==> config.mk <==
export PLATFORM = sky130hd
export DESIGN_NAME = t03_mem_request_arbiter
export DESIGN_NICKNAME = d
export VERILOG_FILES = /design/src/rtl/t03_req_pkg.sv /design/src/rtl/t03_req_watchdog.sv /design/src/rtl/t03_mem_request_arbiter.sv
export SDC_FILE = /design/constraint.sdc
export NUM_CORES = 1
export LEC_CHECK = 0
export CAP_MARGIN = 20
export CORE_UTILIZATION = 40
export CTS_BUF_LIST = sky130_fd_sc_hd__clkbuf_8
export DETAILED_ROUTE_END_ITERATION = 12
export MAX_ROUTING_LAYER = met4
export PLACE_DENSITY = 0.92
export SLEW_MARGIN = 20
export SYNTH_ARGS = -nofsm -noshare
export SYNTH_HDL_FRONTEND = slang
export SYNTH_SLANG_ARGS = --single-unit
==> constraint.sdc <==
create_clock -name clk -period 2.8 [get_ports clk]
set_input_delay 0.56 -clock clk [delete_from_list [all_inputs] [get_ports clk]]
set_output_delay 0.56 -clock clk [all_outputs]
set_load 0.01 [all_outputs]
==> src/rtl/t03_req_pkg.sv <==
// Shared types and constants for the memory request arbiter.
package t03_req_pkg;

  // Bus ownership states: IDLE, instruction refill, data load, data store.
  typedef enum logic [1:0] {
    IDLE   = 2'b00,
    FETCH  = 2'b01,
    DREAD  = 2'b10,
    DWRITE = 2'b11
  } state_t;

  // Default watchdog limit, in cycles waited for ack.
  localparam int DEFAULT_TIMEOUT = 256;

endpackage

==> src/rtl/t03_req_watchdog.sv <==
// Per-transaction watchdog counter. It restarts on clear, counts cycles
// without ack, and flags expire when the final permitted cycle is reached.
module t03_req_watchdog
  import t03_req_pkg::*;
#(
  parameter int TIMEOUT = DEFAULT_TIMEOUT
) (
  input  logic clk,
  input  logic rst,
  input  logic clear,
  input  logic inc,
  output logic expire
);

  localparam int CNT_W = $clog2(TIMEOUT);
  localparam logic [CNT_W-1:0] LAST = CNT_W'(TIMEOUT - 1);

  logic [CNT_W-1:0] count;

  // Count cycles spent waiting; clear takes priority so each transaction starts at zero.
  always_ff @(posedge clk) begin
    if (rst) begin
      count <= '0;
    end else if (clear) begin
      count <= '0;
    end else if (inc) begin
      count <= count + 1'b1;
    end
  end

  assign expire = (count == LAST);

endmodule

==> src/rtl/t03_mem_request_arbiter.sv <==
// Arbitrates the single memory bus between instruction-cache refills and
// data loads/stores. Bus address, store data and byte enables are captured
// at issue so they stay stable for the whole transaction; a watchdog aborts
// transactions that never see ack.
module t03_mem_request_arbiter
  import t03_req_pkg::*;
#(
  parameter int ADDR_W  = 32,
  parameter int DATA_W  = 32,
  parameter int TIMEOUT = DEFAULT_TIMEOUT
) (
  input  logic                clk,
  input  logic                rst,
  input  logic                ack,
  input  logic                next_hit,
  input  logic                mem_read,
  input  logic                mem_write,
  input  logic [ADDR_W-1:0]   pc,
  input  logic [ADDR_W-1:0]   alu_addr,
  input  logic [DATA_W-1:0]   wdata_in,
  input  logic [DATA_W/8-1:0] be_in,
  output logic                read,
  output logic                write,
  output logic [ADDR_W-1:0]   address,
  output logic [DATA_W-1:0]   wdata,
  output logic [DATA_W/8-1:0] be,
  output logic                freeze_pc,
  output logic                freeze_instr,
  output logic                cache_fill,
  output logic                timeout_pulse,
  output logic                timeout_err,
  output logic                busy
);

  state_t state_q;
  state_t next_state;
  logic   expire;
  logic   data_state;
  logic   issue;
  logic   wd_clear;

  assign data_state = (state_q == DREAD) || (state_q == DWRITE);

  // State register.
  always_ff @(posedge clk) begin
    if (rst) begin
      state_q <= IDLE;
    end else begin
      state_q <= next_state;
    end
  end

  // Next-state decision: request priority from IDLE, ack/abort elsewhere.
  always_comb begin
    next_state = state_q;
    if (rst) begin
      next_state = IDLE;
    end else begin
      case (state_q)
        IDLE: begin
          if (mem_read)       next_state = DREAD;
          else if (mem_write) next_state = DWRITE;
          else if (!next_hit) next_state = FETCH;
        end
        FETCH: begin
          if (ack)         next_state = IDLE;
          else if (expire) next_state = IDLE;
        end
        DREAD, DWRITE: begin
          if (ack)         next_state = next_hit ? IDLE : FETCH;
          else if (expire) next_state = IDLE;
        end
        default: next_state = IDLE;
      endcase
    end
  end

  // A new transaction is issued leaving IDLE, or chaining a data access straight into a refill.
  assign issue = ((state_q == IDLE) && (next_state != IDLE)) ||
                 (data_state && (next_state == FETCH));

  // Capture bus address, store data and byte enables at issue; reads drive all-ones data/enables.
  always_ff @(posedge clk) begin
    if (rst) begin
      address <= '0;
      wdata   <= '0;
      be      <= '0;
    end else if (issue) begin
      address <= (next_state == FETCH) ? pc : alu_addr;
      if (next_state == DWRITE) begin
        wdata <= wdata_in;
        be    <= be_in;
      end else begin
        wdata <= '1;
        be    <= '1;
      end
    end
  end

  // Sticky abort flag, set on the edge after the abort strobe.
  always_ff @(posedge clk) begin
    if (rst) begin
      timeout_err <= 1'b0;
    end else if (timeout_pulse) begin
      timeout_err <= 1'b1;
    end
  end

  // Restart the watchdog whenever a new state is entered (and keep it idle-cleared).
  assign wd_clear = (state_q == IDLE) || (next_state != state_q);

  t03_req_watchdog #(
    .TIMEOUT(TIMEOUT)
  ) u_watchdog (
    .clk   (clk),
    .rst   (rst),
    .clear (wd_clear),
    .inc   (!ack),
    .expire(expire)
  );

  assign busy          = (state_q != IDLE);
  assign read          = (state_q == FETCH) || (state_q == DREAD);
  assign write         = (state_q == DWRITE);
  assign freeze_instr  = busy;
  assign cache_fill    = !rst && (state_q == FETCH) && ack;
  assign timeout_pulse = !rst && busy && !ack && expire;
  assign freeze_pc     = busy ? !(data_state && ack && (next_state == IDLE))
                              : (next_state != IDLE);

endmodule

==> reports/qor.log <==
[layout] Nets 630
[cts] TritonCTS clock tree yes
[synthesis] compound-cell area share of the yosys netlist 0.274
[pwr] Leak 0.00197 uW
[layout] number of inserted filler cells in the final layout 603
[layout] share of cells above drive strength 1 0.155
[timing] minimum hold slack 0.486 ns
[global_routing] first-pass GRT wire length 16.1 mm
[synthesis] Cell variety after synth 36
[timing] endpoints failing setup 0
[synthesis] flip-flop and latch count after synthesis 79
[setup_path] WS Path Type in2out
[global_routing] antenna violations before repair 0
[route] Post-DRT Antenna Nets 0
[pwr] VDD IR-drop max 0.362 mV
[placed_design] Setup Slack @ Placement -0.337 ns
[setup_path] internal reg-to-reg setup slack 0.41 ns
[synthesis] per-instance average area after synthesis 9.52 um2
[cts] clock root cell sky130_fd_sc_hd__clkbuf_8
[synthesis] number of warning messages in the yosys log 0
[die] Placement Rows 32
[route] DRC violations left 0
[setup_path] reg-to-reg critical path endpoint address[8]$_SDFFE_PP0P_
[setup_path] depth of the most critical reg-to-reg path 9
[global_routing] GRT overflow 0
[synthesis] total standard cell area after synthesis 0.00325 mm2
[layout] non-filler cells in the finished layout 625
[setup_path] beginning of the worst register-to-register path state_q[0]$_SDFF_PP0_
[die] Die Wd 92.1 um
[setup_path] largest fanout on the critical path 2
[layout] layout overhead on the synthesized area 66.9%
[job] number of max-cap violations 0
[cts] CTS max path bufs 2
[timing] min setup slack post-route 0.154 ns
[setup_path] CP Data Arrival Time 2.09 ns
[timing] final count of pins violating max slew 0
[synthesis] Post-Synthesis Net Count 452
[timing] Relative slew margins 0.530
[route] TritonRoute pass-1 iters 5
[synthesis] number of enable flip-flop cells after synthesis 0
[route] average vias per placed instance 5.45
[die] overall die height 92.1 um
[setup_path] critical path endpoint category primary output
[placed_design] placed cell count 610
[timing] Setup TNS Final 0 ns
[placed_design] GP Congestion 0.873
[placed_design] post-detail-place hpwl 7.18 mm
[setup_path] instance count on the critical path 7
[timing] measured slew at the worst slew-check pin 0.706 ns
[setup_path] timing startpoint of the critical path next_hit
[setup_path] critical-path cell with the highest stage delay sky130_fd_sc_hd__clkdlybuf4s50_1
[synthesis] xor-xnor portion of the synthesized cell area 0.0239
[timing] setup repair after global routing missed its margin false
[die] starting utilization of the core area 0.416
[synthesis] Mapped Cells 341
[die] Core ar. 0.00781 mm2
[setup_path] type of origin of the critical path primary input
[outcome] outcome completed
[cts] CTS sink count 79
[timing] Worst Skew 0.0119 ns
[setup_path] delay of the slowest critical-path stage 0.47 ns
[cts] clock insertion delay at the later pin of the skew report 0.34 ns
[route] mean routed wirelength per cell 15.9 um
[cts] clock-pin slew on the worst setup and hold paths 0.08 ns
[placed_design] count of port buffers added during placement 181
[setup_path] Buf/Inv on CP 2
[pwr] power density relative to cell area 657 mW/mm2
[hold_path] Hold Path Depth 2
[synthesis] adder-cell area share of the yosys netlist 0.0193
[cts] hold_buf cts 0
[global_routing] Overall Global Routing Usage 0.244
[setup_path] cell class contributing the biggest share of worst-path delay buffers and inverters
[synthesis] proportion of register bits with asynchronous set or reset after synthesis 0
[cts] # H-tree levels 3
[synthesis] multiplexer share of the synthesized area 0.00308
[timing] final critical-path share of the clock period 0.945
[setup_path] crit path to freeze_pc
[route] first-iteration detailed-routing DRC count 100
[timing] Final Critical Period 2.65 ns
[global_routing] pin count of the biggest net entering global routing 69
[timing] highest attainable clock frequency 0.378 GHz
[hold_path] worst hold-check path type reg2reg
[setup_path] crit-path cells clkdlybuf4s50_1 > or3b_4 > a22oi_2 > a211oi_4 > nor2_1 > o21ai_0 > buf_2
[synthesis] basic-gate share of the synthesized area counting and, or, nand and nor cells 0.144
[die] IO Count 182
[synthesis] top flip-flop cell by instance count after synthesis sky130_fd_sc_hd__dfxtp_1
[route] Routed WL 9.95 mm
[cts] clock buffer count from CTS 9
[timing] number of hold-slack violations in the final timing report 0
[global_routing] vias in the first global route 3363
[synthesis] dominant combinational cell family by area after synthesis compound AO/OA/AOI/OAI gates
[synthesis] portion of the post-synthesis area used by sequential elements 0.487
[route] routed vias 3408
[setup_path] worst path required time 2.24 ns
[layout] diodes inserted 0
[die] die area 0.00848 mm2
how the worst min path moves through the flow:
stage	slack, ns	from	end
after global placement	0.46	timeout_err$_SDFFE_PP0P_	timeout_err$_SDFFE_PP0P_
final	0.49	timeout_err$_SDFFE_PP0P_	timeout_err$_SDFFE_PP0P_
after global routing	0.51	timeout_err$_SDFFE_PP0P_	timeout_err$_SDFFE_PP0P_
after CTS	0.48	timeout_err$_SDFFE_PP0P_	timeout_err$_SDFFE_PP0P_
after floorplan	0.50	timeout_err$_SDFFE_PP0P_	timeout_err$_SDFFE_PP0P_
after detailed placement	0.47	timeout_err$_SDFFE_PP0P_	timeout_err$_SDFFE_PP0P_
synthesized netlist by cell type, types with 8 or more instances:
| library cell | instances | share of area |
|---|---|---|
| sky130_fd_sc_hd__o21ai_1 | 32 | 0.049 |
| sky130_fd_sc_hd__clkbuf_1 | 21 | 0.024 |
| sky130_fd_sc_hd__a31oi_1 | 33 | 0.064 |
| sky130_fd_sc_hd__nor4_1 | 8 | 0.015 |
| sky130_fd_sc_hd__o221a_2 | 36 | 0.12 |
| sky130_fd_sc_hd__nand2_1 | 35 | 0.040 |
| sky130_fd_sc_hd__dfxtp_1 | 79 | 0.49 |
| sky130_fd_sc_hd__nand3_1 | 35 | 0.054 |
| sky130_fd_sc_hd__buf_2 | 9 | 0.014 |
per-layer routing:
layer,share of wire,vias to the layer above,GRT usage
li1,-,1649,-
met1,0.43,1590,0.285
met2,0.50,155,0.410
met3,0.058,14,0.0556
met4,0.017,0,0.0885
met5,0,-,-
sequential cells by signal, indices dropped and copies added, names as in the netlist:
name	flops
timeout_err	1
wdata	32
address	32
be	4
u_watchdog.count	8
state_q	2
worst min-delay path: stages (launching register included):
cell	delay (ns)
sky130_fd_sc_hd__dfxtp_1	0.34
sky130_fd_sc_hd__nor2_1	0.05
sky130_fd_sc_hd__nor2_1	0.07
layout make-up:
cell class | instances | area, um2 | area share
Tap cell | 102 | 128 | 0.0236
Inverter | 7 | 26.3 | 0.00485
Clock inverter | 5 | 58.8 | 0.0109
Timing Repair Buffer | 198 | 1960 | 0.361
Multi-Input combinational cell | 224 | 1520 | 0.281
Clock buffer | 10 | 138 | 0.0254
Sequential cell | 79 | 1590 | 0.293
through the flow:
step | util | total power, uW | cell area (um2)
3_3_place_gp | 0.667 | 2700 | 5210
3_5_place_dp | 0.667 | 2730 | 5210
5_1_grt | 0.694 | 3760 | 5420
2_1_floorplan | - | 2040 | 3250
4_1_cts | 0.693 | 3580 | 5410
6_report | 0.694 | 3560 | 5420
where the power goes:
part / internal [uW] / total (uW) / switching (uW) / leakage (uW)
combinational: 711 / 1310 / 596 / 0.00123
sequential: 1310 / 1410 / 103 / 0.000653
clock: 432 / 840 / 409 / 0.0000944
cell families (layout without fill, tap and decap cells):
group / Yosys count / after routing
adders and majority gates: 5 / 5
AOI/OAI and AO/OA: 113 / 113
buffers and inverters: 38 / 220
muxes: 1 / 1
DFF: 79 / 79
and+or+nand+nor: 97 / 97
xor gates and xnor gates: 8 / 8
layout by cell type, fill, tap and decap left out, types with 2 or more instances in the layout:
cell                              count
sky130_fd_sc_hd__dfxtp_4              2
sky130_fd_sc_hd__o21ai_1             32
sky130_fd_sc_hd__nor4_1               8
sky130_fd_sc_hd__a21oi_1              2
sky130_fd_sc_hd__clkinvlp_4           2
sky130_fd_sc_hd__buf_12               2
sky130_fd_sc_hd__nand3_1             35
sky130_fd_sc_hd__ha_1                 5
sky130_fd_sc_hd__nor2_1               5
sky130_fd_sc_hd__o21ai_0              2
sky130_fd_sc_hd__nand2_1             35
sky130_fd_sc_hd__inv_1                5
sky130_fd_sc_hd__buf_4               15
sky130_fd_sc_hd__clkbuf_8            10
sky130_fd_sc_hd__clkdlybuf4s50_1    179
sky130_fd_sc_hd__a31oi_1             33
sky130_fd_sc_hd__xor2_1               2
sky130_fd_sc_hd__and3_1               3
sky130_fd_sc_hd__xnor2_1              5
sky130_fd_sc_hd__dfxtp_1             77
sky130_fd_sc_hd__o221a_2             36
sky130_fd_sc_hd__nor2b_1              5
repair_timing:
action                                  CTS  global route
buffers inserted                          0             0
endpoints found under the setup margin    2             1
endpoints found under the hold margin     0             0
pin swaps                                 1             1
resized for setup                         6             7
No activity file was read; power rests on OpenSTA's default activity.
